--- src/rtl/seq_divider_pkg.sv ---
// Shared definitions for the sequential restoring divider.
package seq_divider_pkg;

  typedef enum logic [1:0] {
    IDLE = 2'd0,
    CALC = 2'd1,
    ZERO = 2'd2
  } div_state_t;

endpackage

--- src/rtl/seq_divider_adder.sv ---
// Ripple-carry adder; the divider drives it as a subtractor (b inverted, c_in=1).
module seq_divider_adder #(
  parameter int size = 9
) (
  input  logic [size-1:0] a,
  input  logic [size-1:0] b,
  input  logic            c_in,
  output logic [size-1:0] sum,
  output logic            c_out
);

  logic [size:0] c;

  assign c[0] = c_in;

  for (genvar i = 0; i < size; i++) begin : g_fa
    assign sum[i]   = a[i] ^ b[i] ^ c[i];
    assign c[i+1]   = (a[i] & b[i]) | (c[i] & (a[i] ^ b[i]));
  end

  assign c_out = c[size];

endmodule

--- src/rtl/seq_divider.sv ---
// Multi-cycle unsigned restoring divider: one quotient bit per clock, MSB first,
// with a one-cycle done pulse and a divide-by-zero shortcut path.
module seq_divider
  import seq_divider_pkg::*;
#(
  parameter int size = 8
) (
  input  logic            clk,
  input  logic            rst,
  input  logic            start,
  input  logic [size-1:0] dividend,
  input  logic [size-1:0] divisor,
  output logic            busy,
  output logic            done,
  output logic [size-1:0] quotient,
  output logic [size-1:0] remainder,
  output logic            div_by_zero
);

  localparam int CW = (size > 1) ? $clog2(size) : 1;

  div_state_t      state, state_nxt;
  logic [size-1:0] q, dvsr, dvnd;
  logic [size:0]   r, rs, diff, r_nxt;
  logic [CW-1:0]   cnt;
  logic            no_borrow;
  logic [size-1:0] q_shift;
  logic            r_top_unused;

  // Partial remainder stays below the divisor, so r[size] is always 0 here.
  assign r_top_unused = r[size];
  assign rs           = {r[size-1:0], q[size-1]};

  seq_divider_adder #(.size(size + 1)) u_sub (
    .a    (rs),
    .b    (~{1'b0, dvsr}),
    .c_in (1'b1),
    .sum  (diff),
    .c_out(no_borrow)
  );

  assign q_shift = {q[size-2:0], no_borrow};
  assign r_nxt   = no_borrow ? diff : rs;

  always_ff @(posedge clk) begin
    if (rst) state <= IDLE;
    else     state <= state_nxt;
  end

  always_comb begin
    state_nxt = state;
    case (state)
      IDLE:    if (start) state_nxt = (divisor == '0) ? ZERO : CALC;
      CALC:    if (cnt == '0) state_nxt = IDLE;
      ZERO:    state_nxt = IDLE;
      default: state_nxt = IDLE;
    endcase
  end

  always_ff @(posedge clk) begin
    if (rst) begin
      q           <= '0;
      r           <= '0;
      dvsr        <= '0;
      dvnd        <= '0;
      cnt         <= '0;
      busy        <= 1'b0;
      done        <= 1'b0;
      quotient    <= '0;
      remainder   <= '0;
      div_by_zero <= 1'b0;
    end else begin
      done <= 1'b0;
      case (state)
        IDLE: if (start) begin
          dvnd        <= dividend;
          dvsr        <= divisor;
          q           <= dividend;
          r           <= '0;
          cnt         <= CW'(size - 1);
          div_by_zero <= 1'b0;
          busy        <= 1'b1;
        end
        CALC: begin
          q <= q_shift;
          r <= r_nxt;
          if (cnt == '0) begin
            quotient  <= q_shift;
            remainder <= r_nxt[size-1:0];
            done      <= 1'b1;
            busy      <= 1'b0;
          end else begin
            cnt <= cnt - 1'b1;
          end
        end
        ZERO: begin
          quotient    <= '1;
          remainder   <= dvnd;
          div_by_zero <= 1'b1;
          done        <= 1'b1;
          busy        <= 1'b0;
        end
        default: ;
      endcase
    end
  end

endmodule

--- config.mk ---
export PLATFORM = sky130hd
export DESIGN_NAME = seq_divider
export DESIGN_NICKNAME = d
export VERILOG_FILES = /design/src/rtl/seq_divider_pkg.sv /design/src/rtl/seq_divider_adder.sv /design/src/rtl/seq_divider.sv
export SDC_FILE = /design/constraint.sdc
export NUM_CORES = 1
export LEC_CHECK = 0
export BUFFER_PORTS_ARGS = -buffer_cell sky130_fd_sc_hd__buf_2
export CAP_MARGIN = 5
export CELL_PAD_IN_SITES_DETAIL_PLACEMENT = 0
export CELL_PAD_IN_SITES_GLOBAL_PLACEMENT = 1
export CORE_ASPECT_RATIO = 1.25
export CORE_MARGIN = 2
export CORE_UTILIZATION = 39
export CTS_CLUSTER_SIZE = 40
export DETAILED_ROUTE_END_ITERATION = 10
export PLACE_DENSITY = 0.76
export SETUP_SLACK_MARGIN = 0.05
export SYNTH_ARGS = -nofsm -noshare
export SYNTH_HDL_FRONTEND = slang
export SYNTH_SLANG_ARGS = --single-unit
--- constraint.sdc ---
create_clock -name clk -period 4 [get_ports clk]
set_clock_uncertainty 0.15 [all_clocks]
set_input_delay 0.8 -clock clk [delete_from_list [all_inputs] [get_ports clk]]
set_output_delay 0.8 -clock clk [all_outputs]
set_load 0.01 [all_outputs]
==> results.py, run 1 <==
metrics = {
    "synthesis": {
        "netlist_area_mm2": 0.00265,
        "yosysSeqAreaShare_pct": 42.3,
        "synth_edf_count": 0,
        "async_reset_ff_share_pct": 0,
        "ys_ff_latch": 56,
        "yosys_warnings": 0,
        "synthCells": 292,
        "synthFlopType": "dfxtp_1",
        "synth.distinct_cells": 44,
        "synth_nets": 325,
        "syn_area_per_cell_um2": 9.08,
    },
    "cts": {
        "clock_sinks": 56,
        "root_buffer": "clkbuf_8",
        "h-tree-depth": 2,
        "cts_tree": "yes",
        "clk_latency_ns": 0.31,
        "clk_pin_slew_ns": 0.09,
        "cts_inserted_buffers": 5,
        "clockBufferDepth": 2,
    },
    "timing": {
        "timing.final.crit_share_pct": 94.0,
        "whs_ns": 0.308,
        "maxSlewViolCount": 0,
        "setup_viol": 0,
        "relSlewSlack_pct": 29.5,
        "rsz0062_at_grt": "false",
        "max_freq_ghz": 0.266,
        "hold_violations": 0,
        "min_period_ns": 3.76,
        "worst_pin_slew_ns": 1.06,
    },
    "worst_setup_path": {
        "ff2ff_setup_slack_ns": 0.24,
        "path_cells": "inv_1 -> ha_1 -> fa_2 -> fa_2 -> fa_2 -> fa_1 -> inv_1 -> fa_1 -> fa_1 -> inv_1 -> fa_2 -> nand2b_4 -> mux2i_1 -> o221ai_1",
        "cp.arrival_ns": 3.79,
        "max_stage_delay_ns": 0.43,
        "r2r_end": "remainder[6]",
        "path_max_fanout": 9,
        "r2r_start": "q[7]",
        "crit_path_start_kind": "flop",
        "critical_path_required_ns": 4.03,
        "crit_path_end": "remainder[6]",
        "crit_path_start": "q[7]",
        "crit_type": "flop to flop",
        "cpMostUsedCell": "fa_2",
        "end_kind": "flop",
        "cpMaxStageDelayCell": "fa_2",
        "r2r_cells": 14,
    },
    "flow_run": {
        "maxCapViolations": 0,
    },
    "floorplanning": {
        "core_mm2": 0.00657,
        "rows": 33,
        "die_w_um": 77.7,
        "die_height_um": 96.2,
        "fp.dieArea_mm2": 0.00747,
        "start_util_pct": 40.4,
        "ioPinCount": 38,
    },
    "detailed_routing": {
        "drc": 0,
        "drt_pre_antenna_iters": 4,
        "ant_nets": 0,
        "viasPerCell": 5.23,
        "wl_per_cell_um": 14.3,
        "wl_um": 5820,
        "vias": 2128,
        "dr.first_iter.drc_count": 118,
    },
    "placement": {
        "dp_hpwl_um": 4090,
        "postPlaceCellArea_mm2": 0.00282,
        "place_congestion": 0.821,
        "dp.cells": 397,
        "numPortBuffers": 37,
    },
    "layout": {
        "mostFrequentLayoutCells": "dfxtp_1 (55), nand2_1 (45), buf_2 (37)",
        "fin_nets": 352,
        "instances_no_fill": 407,
        "final_common_cell": "dfxtp_1",
        "utilization_pct": 45.2,
        "n_antenna_cell": 0,
        "design_area_mm2": 0.00297,
        "syn_to_final_growth_pct": 12.1,
        "layout-drive-gt1-share_pct": 19.1,
    },
    "power": {
        "leakagePower_nw": 1.18,
        "cellPowerDensity_mw_per_mm2": 466,
        "vdd_drop_max_mv": 0.201,
        "power_mw": 1.38,
    },
    "worst_hold_path": {
        "worstHoldPathCells": 2,
        "holdCritPathClass": "flop to flop",
    },
    "global_route": {
        "grt_pass1_wl_um": 9910,
        "antenna_found_initial": 0,
        "grt_pass1_vias": 2127,
        "grtUsageTotal_pct": 16.6,
        "grt_max_degree": 33,
        "grt_overflow": 0,
    },
    "outcome": {
        "status": "completed",
    },
}
-- routing by layer --
metal  up-vias  wire length, um  global-route usage [%]
met5         -                0                       0
met4         0               72                    4.02
met3         7              170                    3.19
met2        32             2800                    28.7
met1      1013             2770                    21.5
li1       1076                -                       -
-- through the flow --
| stage | worst slack (ns) | setup TNS [ns] |
|---|---|---|
| final | 0.241 | 0 |
| after global routing | 0.0399 | 0 |
| after CTS | 0.123 | 0 |
| after detailed placement | -0.00719 | -0.00719 |
| after global placement | 0.0941 | 0 |
| after floorplan | 0.125 | 0 |
-- cells by family (layout without fill, tap and decap cells) --
logic type	count (synthesis)	after routing	share of synthesized area, %
muxes	12	12	4.91
DFF	56	56	42.3
adders and majority gates	14	14	8.59
and+or+nand+nor	95	95	16.5
AOI/OAI and AO/OA	79	79	20.3
buffers and inverters	36	64	7.41
-- how the worst min path moves through the flow --
stage               startpoint      end  slack, ns
floorplan              dvsr[5]  dvsr[5]       0.29
global placement       dvnd[6]  dvnd[6]       0.30
CTS                    dvsr[6]  dvsr[6]       0.31
global route           dvsr[6]  dvsr[6]       0.33
detailed placement     dvsr[6]  dvsr[6]       0.30
finish                 dvsr[6]  dvsr[6]       0.31
-- registers in the layout, indices dropped and copies added, names as in the netlist --
signal       flops
cnt              3
q                8
state            2
quotient         8
div_by_zero      1
busy             1
done             1
r                8
dvnd             8
remainder        8
dvsr             8
-- critical path: cells and delay by family, from the launching register on --
| family | cells | cell delay [ns] |
|---|---|---|
| buf+inv | 3 | 0.16 |
| simple gates | 1 | 0.17 |
| fa+ha+maj | 8 | 2.38 |
| flops | 1 | 0.36 |
| compound gates | 1 | 0.16 |
| mux | 1 | 0.26 |
-- Yosys cell counts (6+ instances only) --
| master | number | area [um^2] |
|---|---|---|
| nor2_1 | 26 | 97.6 |
| inv_1 | 16 | 60.1 |
| dfxtp_1 | 56 | 1120 |
| a31oi_1 | 6 | 37.5 |
| a211o_1 | 6 | 52.6 |
| o21ai_0 | 6 | 30.0 |
| a21oi_1 | 26 | 130 |
| nand2_1 | 45 | 169 |
| buf_2 | 6 | 30.0 |
| mux2i_1 | 10 | 100 |
| a211oi_1 | 14 | 105 |
| ha_1 | 7 | 87.6 |
| fa_1 | 7 | 140 |
| a22o_1 | 6 | 52.6 |
| nor3b_1 | 7 | 52.6 |
-- cell type report --
cell class	instances	area (um^2)
sequential	56	1120
clock buffer	5	68.8
clock inverter	3	42.5
fill	652	3590
multi-input combinational	200	1350
tap	87	109
inverter	16	60.1
timing repair buffer	40	220
-- power breakdown --
part | switching (mW) | internal, mW
Sequential | 0.0307 | 0.607
Clock | 0.185 | 0.186
Combinational | 0.205 | 0.171
Total | 0.421 | 0.963
-- what timing repair did --
item	in CTS	in global routing
cloned	0	0
setup endpoints to repair	6	13
hold buffers	0	0
resized for setup	1	5
pin swaps	0	2
setup buffers	2	0
Power figures use the tool's default switching activity.
==> run 2, diff against run 1 <==
--- a/config.mk
+++ b/config.mk
@@ -14,7 +14,7 @@
 export CORE_UTILIZATION = 39
 export CTS_CLUSTER_SIZE = 40
 export DETAILED_ROUTE_END_ITERATION = 10
-export PLACE_DENSITY = 0.76
+export PLACE_DENSITY_LB_ADDON = 0.08
 export SETUP_SLACK_MARGIN = 0.05
 export SYNTH_ARGS = -nofsm -noshare
 export SYNTH_HDL_FRONTEND = slang
==> run 2 against run 1 <==
Utilization unchanged; first-iteration DRC count is 25% lower; register-to-register slack got worse by 0.03 ns; non-clock buffer count is the same; combinational power grew 2%; cell count unchanged; sequential share of layout area unchanged; sequential power hardly changed; worst hold slack improved by 0.0022 ns; final area unchanged; largest power group unchanged.
==> results.py, run 2 (same netlist as run 1, synthesis figures left out) <==
metrics = {
    "timing": {
        "timing.final.crit_share_pct": 94.6,
        "worst_pin_slew_ns": 1.02,
        "min_period_ns": 3.78,
        "setup-tns-final_ns": 0,
        "max_freq_ghz": 0.264,
        "setup_viol": 0,
        "maxSlewViolCount": 0,
        "fin_ws_ns": 0.216,
        "relSlewSlack_pct": 31.9,
        "whs_ns": 0.310,
        "rsz0062_at_grt": "false",
        "hold_violations": 0,
    },
    "detailed_routing": {
        "dr.first_iter.drc_count": 89,
        "drt_pre_antenna_iters": 4,
        "wl_um": 6190,
        "viasPerCell": 5.14,
        "vias": 2094,
        "ant_nets": 0,
        "wl_per_cell_um": 15.2,
        "drc": 0,
    },
    "cts": {
        "cts_inserted_buffers": 5,
        "clk_pin_slew_ns": 0.11,
        "root_buffer": "clkbuf_8",
        "hold_buffers": 0,
        "clock_sinks": 56,
        "clk_latency_ns": 0.32,
        "h-tree-depth": 2,
        "cts_tree": "yes",
        "clockBufferDepth": 2,
    },
    "worst_setup_path": {
        "critical_path_required_ns": 4.10,
        "path_max_fanout": 8,
        "crit_path_start_kind": "flop",
        "end_kind": "flop",
        "crit_path_start": "q[7]",
        "crit_type": "flop to flop",
        "r2r_start": "q[7]",
        "cp.arrival_ns": 3.89,
    },
    "layout": {
        "layout-drive-gt1-share_pct": 19.1,
        "nFillCells": 671,
        "utilization_pct": 45.2,
        "fin_nets": 352,
        "final_common_cell": "dfxtp_1",
        "mostFrequentLayoutCells": "dfxtp_1 (55), nand2_1 (45), buf_2 (37)",
        "instances_no_fill": 407,
        "syn_to_final_growth_pct": 12.1,
        "n_antenna_cell": 0,
    },
    "global_route": {
        "grt_pass1_wl_um": 10400,
        "top_usage_layer": "met2",
        "grtUsageTotal_pct": 17.9,
        "use_met1_pct": 23.4,
        "use_met3_pct": 3.19,
        "use_met2_pct": 30.3,
        "grt_max_degree": 33,
        "antenna_found_initial": 0,
        "grt_pass1_vias": 2043,
        "grt_overflow": 0,
    },
    "floorplanning": {
        "start_util_pct": 40.4,
        "ioPinCount": 38,
        "die_height_um": 96.2,
        "core_mm2": 0.00657,
        "fp.dieArea_mm2": 0.00747,
        "die_w_um": 77.7,
        "rows": 33,
    },
    "power": {
        "leakagePower_nw": 1.18,
        "vdd_drop_max_mv": 0.191,
        "cellPowerDensity_mw_per_mm2": 458,
    },
    "placement": {
        "place_congestion": 0.772,
        "dp.cells": 398,
        "pre_cts_slack_ns": 0.0284,
        "numPortBuffers": 37,
        "dp_hpwl_um": 4340,
    },
    "outcome": {
        "status": "completed",
    },
    "worst_hold_path": {
        "worstHoldStart": "dvsr[6]",
        "holdCritPathClass": "flop to flop",
    },
    "flow_run": {
        "maxCapViolations": 0,
    },
}
run 2: area by class of cell:
class | count | area, um^2 | area share (%)
clock buffers | 6 | 82.6 | 2.78
well taps | 87 | 109 | 3.66
repair buffers | 40 | 220 | 7.41
inverters | 16 | 60.1 | 2.02
clock inverters | 2 | 13.8 | 0.463
multi-input cells | 200 | 1360 | 45.9
flip-flops and latches | 56 | 1120 | 37.8
run 2: timing repair:
item / CTS / global route
resized for setup: 1 / 7
buffers inserted: 0 / 1
endpoints found under the setup margin: 5 / 16
pin swaps: 0 / 3
run 2: power breakdown:
part	total (mW)	leakage, nW	internal, mW	switching (mW)
Sequential	0.639	0.459	0.607	0.0322
Clock	0.339	0.0516	0.142	0.197
Combinational	0.384	0.671	0.175	0.209
run 2: routing by layer:
layer  wire [um]  part of all wire (%)
met1        2970                    48
met2        2960                    48
met3         184                   3.0
met4          70                   1.1
met5           0                     0
run 2: final timing paths:
check / endpoint / slack [ns] / cells past startpoint
setup / recovery: remainder[2] / 0.22 / 14
hold / removal: dvsr[6] / 0.31 / 2
setup reg to reg: remainder[2] / 0.22 / 14
hold reg to reg: dvsr[6] / 0.31 / 2
run 2: stage by stage:
stage / instance area (um^2) / total power, mW
floorplan: 2650 / 0.935
global placement: 2840 / 1.02
detailed placement: 2840 / 1.02
CTS: 2930 / 1.37
global route: 2970 / 1.45
finish: 2970 / 1.36
run 2: critical path, stage by stage (launching register included):
cell and delay (ns):
dfxtp_2 0.35, inv_1 0.04, ha_1 0.20, fa_1 0.38
fa_2 0.35, fa_2 0.34, fa_1 0.36, inv_1 0.07
fa_1 0.18, fa_1 0.16, inv_1 0.05, fa_2 0.44
nor3b_1 0.19, a211o_1 0.30, a31oi_1 0.15
